**config.mk**
```make
export PLATFORM = sky130hd
export DESIGN_NAME = instr_fetch_unit
export DESIGN_NICKNAME = d
export VERILOG_FILES = /design/src/rtl/instr_fetch_unit.sv
export SDC_FILE = /design/constraint.sdc
export NUM_CORES = 1
export LEC_CHECK = 0
export ABC_AREA = 1
export CORE_MARGIN = 2
export CORE_UTILIZATION = 55
export DETAILED_ROUTE_END_ITERATION = 10
export PLACE_DENSITY = 0.88
export RECOVER_POWER = 50
export SLEW_MARGIN = 20
export SYNTH_ARGS = -nofsm -noshare
export SYNTH_HDL_FRONTEND = slang
export SYNTH_SLANG_ARGS = --single-unit
export TNS_END_PERCENT = 100
```
**constraint.sdc**
```tcl
create_clock -name clk -period 3.4 [get_ports clk]
set_input_delay 0.51 -clock clk [delete_from_list [all_inputs] [get_ports clk]]
set_output_delay 0.51 -clock clk [all_outputs]
set_load 0.02 [all_outputs]
```
**src/rtl/instr_fetch_unit.sv**
```systemverilog
// Instruction fetch unit: issues imem word reads, buffers returns, feeds decode.
// Define FETCH_PERF_CNT_EN to add fetch_count/discard_count counters.
module instr_fetch_unit #(
  parameter int unsigned       ADDR_W     = 32,
  parameter int unsigned       DATA_W     = 32,
  parameter logic [ADDR_W-1:0] RESET_PC   = '0,
  parameter int unsigned       FIFO_DEPTH = 2
) (
  input  logic              clk,
  input  logic              reset,
  input  logic              redirect_valid,
  input  logic [ADDR_W-1:0] redirect_pc,
  output logic              imem_req,
  output logic [ADDR_W-1:0] imem_addr,
  input  logic              imem_gnt,
  input  logic              imem_rvalid,
  input  logic [DATA_W-1:0] imem_rdata,
  output logic              instr_valid,
  input  logic              instr_ready,
  output logic [DATA_W-1:0] instr,
  output logic [ADDR_W-1:0] instr_pc
`ifdef FETCH_PERF_CNT_EN
  ,
  output logic [31:0]       fetch_count,
  output logic [31:0]       discard_count
`endif
);

  localparam int unsigned PTR_W = $clog2(FIFO_DEPTH);
  localparam int unsigned CNT_W = PTR_W + 1;
  localparam logic [CNT_W:0] DEPTH_C = (CNT_W+1)'(FIFO_DEPTH);

  typedef enum logic {BOOT, RUN} state_t;

  state_t            state;
  logic [ADDR_W-1:0] fetch_pc;
  logic [ADDR_W-1:0] resp_pc;
  logic [CNT_W-1:0]  outstanding;
  logic [CNT_W-1:0]  discard;
  logic [CNT_W-1:0]  fifo_count;
  logic [PTR_W-1:0]  wr_ptr;
  logic [PTR_W-1:0]  rd_ptr;
  logic [DATA_W-1:0] data_q [FIFO_DEPTH];
  logic [ADDR_W-1:0] pc_q   [FIFO_DEPTH];

  logic              run;
  logic              redir;
  logic              accept;
  logic              resp;
  logic              drop;
  logic              push;
  logic              pop;
  logic [CNT_W:0]    credit;
  logic [CNT_W-1:0]  out_nx;
  logic [CNT_W-1:0]  dis_nx;
  logic [ADDR_W-1:0] redir_pc;

  assign run      = (state == RUN);
  assign redir    = run && redirect_valid;
  assign redir_pc = {redirect_pc[ADDR_W-1:2], 2'b00};
  assign credit   = {1'b0, outstanding} + {1'b0, fifo_count};

  assign imem_req  = run && !redirect_valid && (credit < DEPTH_C);
  assign imem_addr = fetch_pc;

  assign accept = imem_req && imem_gnt;
  assign resp   = run && imem_rvalid;
  assign drop   = resp && (discard != '0);
  assign push   = resp && (discard == '0) && !redir;

  assign instr_valid = (fifo_count != '0);
  assign instr       = data_q[rd_ptr];
  assign instr_pc    = pc_q[rd_ptr];
  assign pop         = instr_valid && instr_ready && !redir;

  assign out_nx = outstanding + CNT_W'(accept) - CNT_W'(resp);

  // Stale responses still in flight after a redirect are counted off here.
  always_comb begin
    dis_nx = discard;
    if (redir)
      dis_nx = out_nx;
    else if (drop)
      dis_nx = discard - 1'b1;
  end

  always_ff @(posedge clk or negedge reset) begin
    if (!reset) begin
      state       <= BOOT;
      fetch_pc    <= RESET_PC;
      resp_pc     <= RESET_PC;
      outstanding <= '0;
      discard     <= '0;
      fifo_count  <= '0;
      wr_ptr      <= '0;
      rd_ptr      <= '0;
      for (int i = 0; i < FIFO_DEPTH; i++) begin
        data_q[i] <= '0;
        pc_q[i]   <= '0;
      end
    end else begin
      if (state == BOOT)
        state <= RUN;
      outstanding <= out_nx;
      discard     <= dis_nx;
      if (redir) begin
        fetch_pc   <= redir_pc;
        resp_pc    <= redir_pc;
        fifo_count <= '0;
        wr_ptr     <= '0;
        rd_ptr     <= '0;
      end else begin
        if (accept)
          fetch_pc <= fetch_pc + ADDR_W'(4);
        if (push) begin
          data_q[wr_ptr] <= imem_rdata;
          pc_q[wr_ptr]   <= resp_pc;
          wr_ptr         <= wr_ptr + 1'b1;
          resp_pc        <= resp_pc + ADDR_W'(4);
        end
        if (pop)
          rd_ptr <= rd_ptr + 1'b1;
        fifo_count <= fifo_count + CNT_W'(push) - CNT_W'(pop);
      end
    end
  end

`ifdef FETCH_PERF_CNT_EN
  always_ff @(posedge clk or negedge reset) begin
    if (!reset) begin
      fetch_count   <= '0;
      discard_count <= '0;
    end else begin
      if (push)
        fetch_count <= fetch_count + 32'd1;
      if (resp && !push)
        discard_count <= discard_count + 32'd1;
    end
  end
`endif

  a_rvalid_credit: assert property (
    @(posedge clk) disable iff (!reset)
    imem_rvalid |-> (outstanding != '0));

endmodule

```
==> reports/results.ini, run 1 <==
[clock_network]
cts_max_level=4
post-cts-setup-buffers=0
root_buffer=clkbuf_16
cts.path.max_buffers=2
path_clk_slew_ps=70
cts_tree=yes
insertion_delay_ps=440
clock_sinks=193
cts-resized-gates=0
hold_buffers=0
cts_made_buffers=17

[setup_path]
reg2reg_from=discard[0]
rr_endpoint=data_q[45]
worst-setup-path-type=in2reg
worstPathRequired_ps=3770
rr_worst_depth=8
cp_data_arrival_time_ps=3300
reg2reg_slack_ps=630
endpoint_kind=flop
startpoint_type=primary input
crit_fanout=29

[route]
drc_errors=0
antenna_left=0
via_per_inst=5.34
drt-total-wl_mm=25.7
dr.pass1.iters=7
dr.first_iter.drc_count=687
drt-wirelength-per-cell_um=14.4
vias=9522

[place]
place_area_um2=11800
dp_cells=1750
io_buffers=161
dp_hpwl_mm=17.6
globalplace.congestion=0.963

[timing]
finalMaxSlewViolations=88
fin_crit_sh_pct=86.2
finalSetupViolations=0
worstMarginPinSlew_ps=2140
finalHoldViolations=0
period_minus_slack_ps=2930
rsz0062_at_grt=no
finalClockSkew_ps=8.42
fin_setup_tns_ps=0
relSlewSlack_pct=-42.6
fmax_ghz=0.341

[power_and_ir_drop]
peakVddDrop_v=0.000600
total_power_uw=10500
p_per_area_nw_per_um2=849
p_leak_uw=0.00611
internal_power_uw=6180
combPwrFrac_pct=44.0
pwr-share-clk_pct=18.8
seq_power_share_pct=37.2
p_switching_uw=4330
switching_share_pct=41.2

[global_route]
grt_max_degree=125
grt_usage_pct=27.0
antenna_found_initial=0
grt_pass1_vias=9007
grt_pass1_wl_mm=43.1
grt_overflow=0

[final_layout]
fillers=1486
fin_nets=1618
final_cell_area_um2=12400
utilization_pct=68.6
drive_gt1_share_pct=4.12
diodes=0
fin_cells=1782
syn_to_final_growth_pct=21.9

[run]
maxCapViolCount=1

[floorplanning]
die-height_um=140
core-area_um2=18000
die_area_um2=19600
fp-row-count=49
io-pin-count=168
initial_core_util_pct=56.3
die_w_um=140

[synth]
ys_types=39
syn_area_um2=10100
synthArstFlopShare_pct=100
yosys_register_bits=193
synthFlopType=dfrtp_1
seq_area_frac_synth_pct=47.6
yosys_warnings=0
syn_avg_cell_area_um2=7.20
synth_edf_count=0
postSynthCellCount=1409

[outcome]
violations=max-capacitance violations, max-slew violations
status=finished, violations left

[hold_path]
hp-class=in2async

-- critical path: stages --
cell and delay [ps]:
dlygate4sd3_1 570, nand2_1 190, clkbuf_2 410, nand2_1 190
clkbuf_1 1020, nand4_1 240, nand3_1 160
-- synth_stat cells (2+ instances only) --
library cell | n | area [um2]
a31oi_1 | 6 | 37.5
o21ai_1 | 108 | 541
nand2_1 | 515 | 1930
buf_6 | 8 | 90.1
buf_4 | 7 | 52.6
o21ai_2 | 2 | 17.5
ha_1 | 7 | 87.6
inv_1 | 131 | 492
nand4_1 | 8 | 50.1
dfrtp_1 | 193 | 4830
o211ai_1 | 9 | 67.6
buf_2 | 21 | 105
inv_2 | 4 | 15.0
nor2_2 | 4 | 25.0
a22oi_1 | 6 | 45.0
nand3_1 | 89 | 445
xnor2_1 | 3 | 26.3
nor3_1 | 6 | 30.0
conb_1 | 2 | 7.51
and2_1 | 3 | 18.8
o21ai_0 | 34 | 170
clkbuf_1 | 27 | 101
nor2_1 | 160 | 601
a21oi_1 | 34 | 170
xor2_1 | 3 | 26.3
nand2_2 | 6 | 37.5
-- routing by layer --
layer  GRT usage [%]  up-vias  share of wire (%)
met5               0        -                  0
met4            7.00        0                1.7
met3            5.09       35                7.6
met2            42.3      412                 47
met1            38.9     4382                 44
li1                -     4693                  -
-- worst max-delay path by stage --
stage,from,to,cells past startpoint
3_3_place_gp,redirect_valid,imem_addr[23],8
5_1_grt,imem_rvalid,data_q[50],9
4_1_cts,rd_ptr,instr[10],5
3_5_place_dp,redirect_valid,imem_addr[23],8
2_1_floorplan,fifo_count[0],discard[0],12
6_report,redirect_valid,resp_pc[12],7
-- sequential cells by signal, indices dropped and copies added (netlist names) --
signal	flops
data_q	64
discard	2
fifo_count	2
imem_addr	30
outstanding	2
pc_q	60
rd_ptr	1
resp_pc	30
run	1
wr_ptr	1
-- cell families (layout without fill, tap and decap cells) --
group / after synthesis / in the layout / synth area share [%]
AOI/OAI and AO/OA: 202 / 202 / 10.5
xor gates and xnor gates: 6 / 6 / 0.518
adders and majority gates: 8 / 8 / 1.06
buffers and inverters: 200 / 341 / 8.56
DFF: 193 / 193 / 47.6
other: 2 / 5 / 0.0740
and+or+nand+nor: 798 / 798 / 31.7
-- metrics by stage --
stage	hold slack [ps]	setup slack, ps
after global placement	465	849
after detailed placement	474	826
after floorplan	214	1270
after CTS	40.5	465
final	26.6	468
after global routing	61.7	217
-- cell usage in the layout (no fill, tap or decap), drive strengths merged, types with 2 or more instances in the layout --
cell type	Yosys	routed
a31oi	6	6
o211ai	9	9
nor3	7	7
a22oi	6	6
clkinv	1	5
nand2	521	521
nand4	9	9
dlygate4sd3	0	2
inv	135	142
clkinvlp	0	2
dfrtp	193	193
and2	3	3
buf	37	7
a21oi	34	34
clkbuf	27	24
nor2	165	165
nand3	91	91
xnor2	3	3
clkdlybuf4s50	0	158
ha	7	7
conb	2	5
o21ai	144	144
xor2	3	3
-- final cells by class --
cell class                 instances  area, um2  share of cell area, %
inverter                         136        515                   4.17
sequential                       193       4830                   39.1
timing repair buffer             173       1700                   13.7
clock inverter                    14        143                   1.15
clock buffer                      18        439                   3.55
multi-input combinational       1019       4460                   36.0
tap                              229        287                   2.32
-- power groups by stage --
stage               clock, uW  combinational (uW)  sequential, uW
floorplan                   0                2720            3890
global placement            0                4520            3870
detailed placement          0                4640            3910
CTS                      2020                4670            3880
global route             2110                5140            4030
finish                   1980                4620            3900
Power figures use the tool's default switching activity.
==> inputs of run 2 (changes only) <==
--- a/config.mk
+++ b/config.mk
@@ -11,6 +11,7 @@
 export DETAILED_ROUTE_END_ITERATION = 10
 export PLACE_DENSITY = 0.88
 export RECOVER_POWER = 50
+export SETUP_SLACK_MARGIN = 0.1
 export SLEW_MARGIN = 20
 export SYNTH_ARGS = -nofsm -noshare
 export SYNTH_HDL_FRONTEND = slang
==> results of run 2 <==
The final DEF is identical to that of run 1; final timing and power are the same.
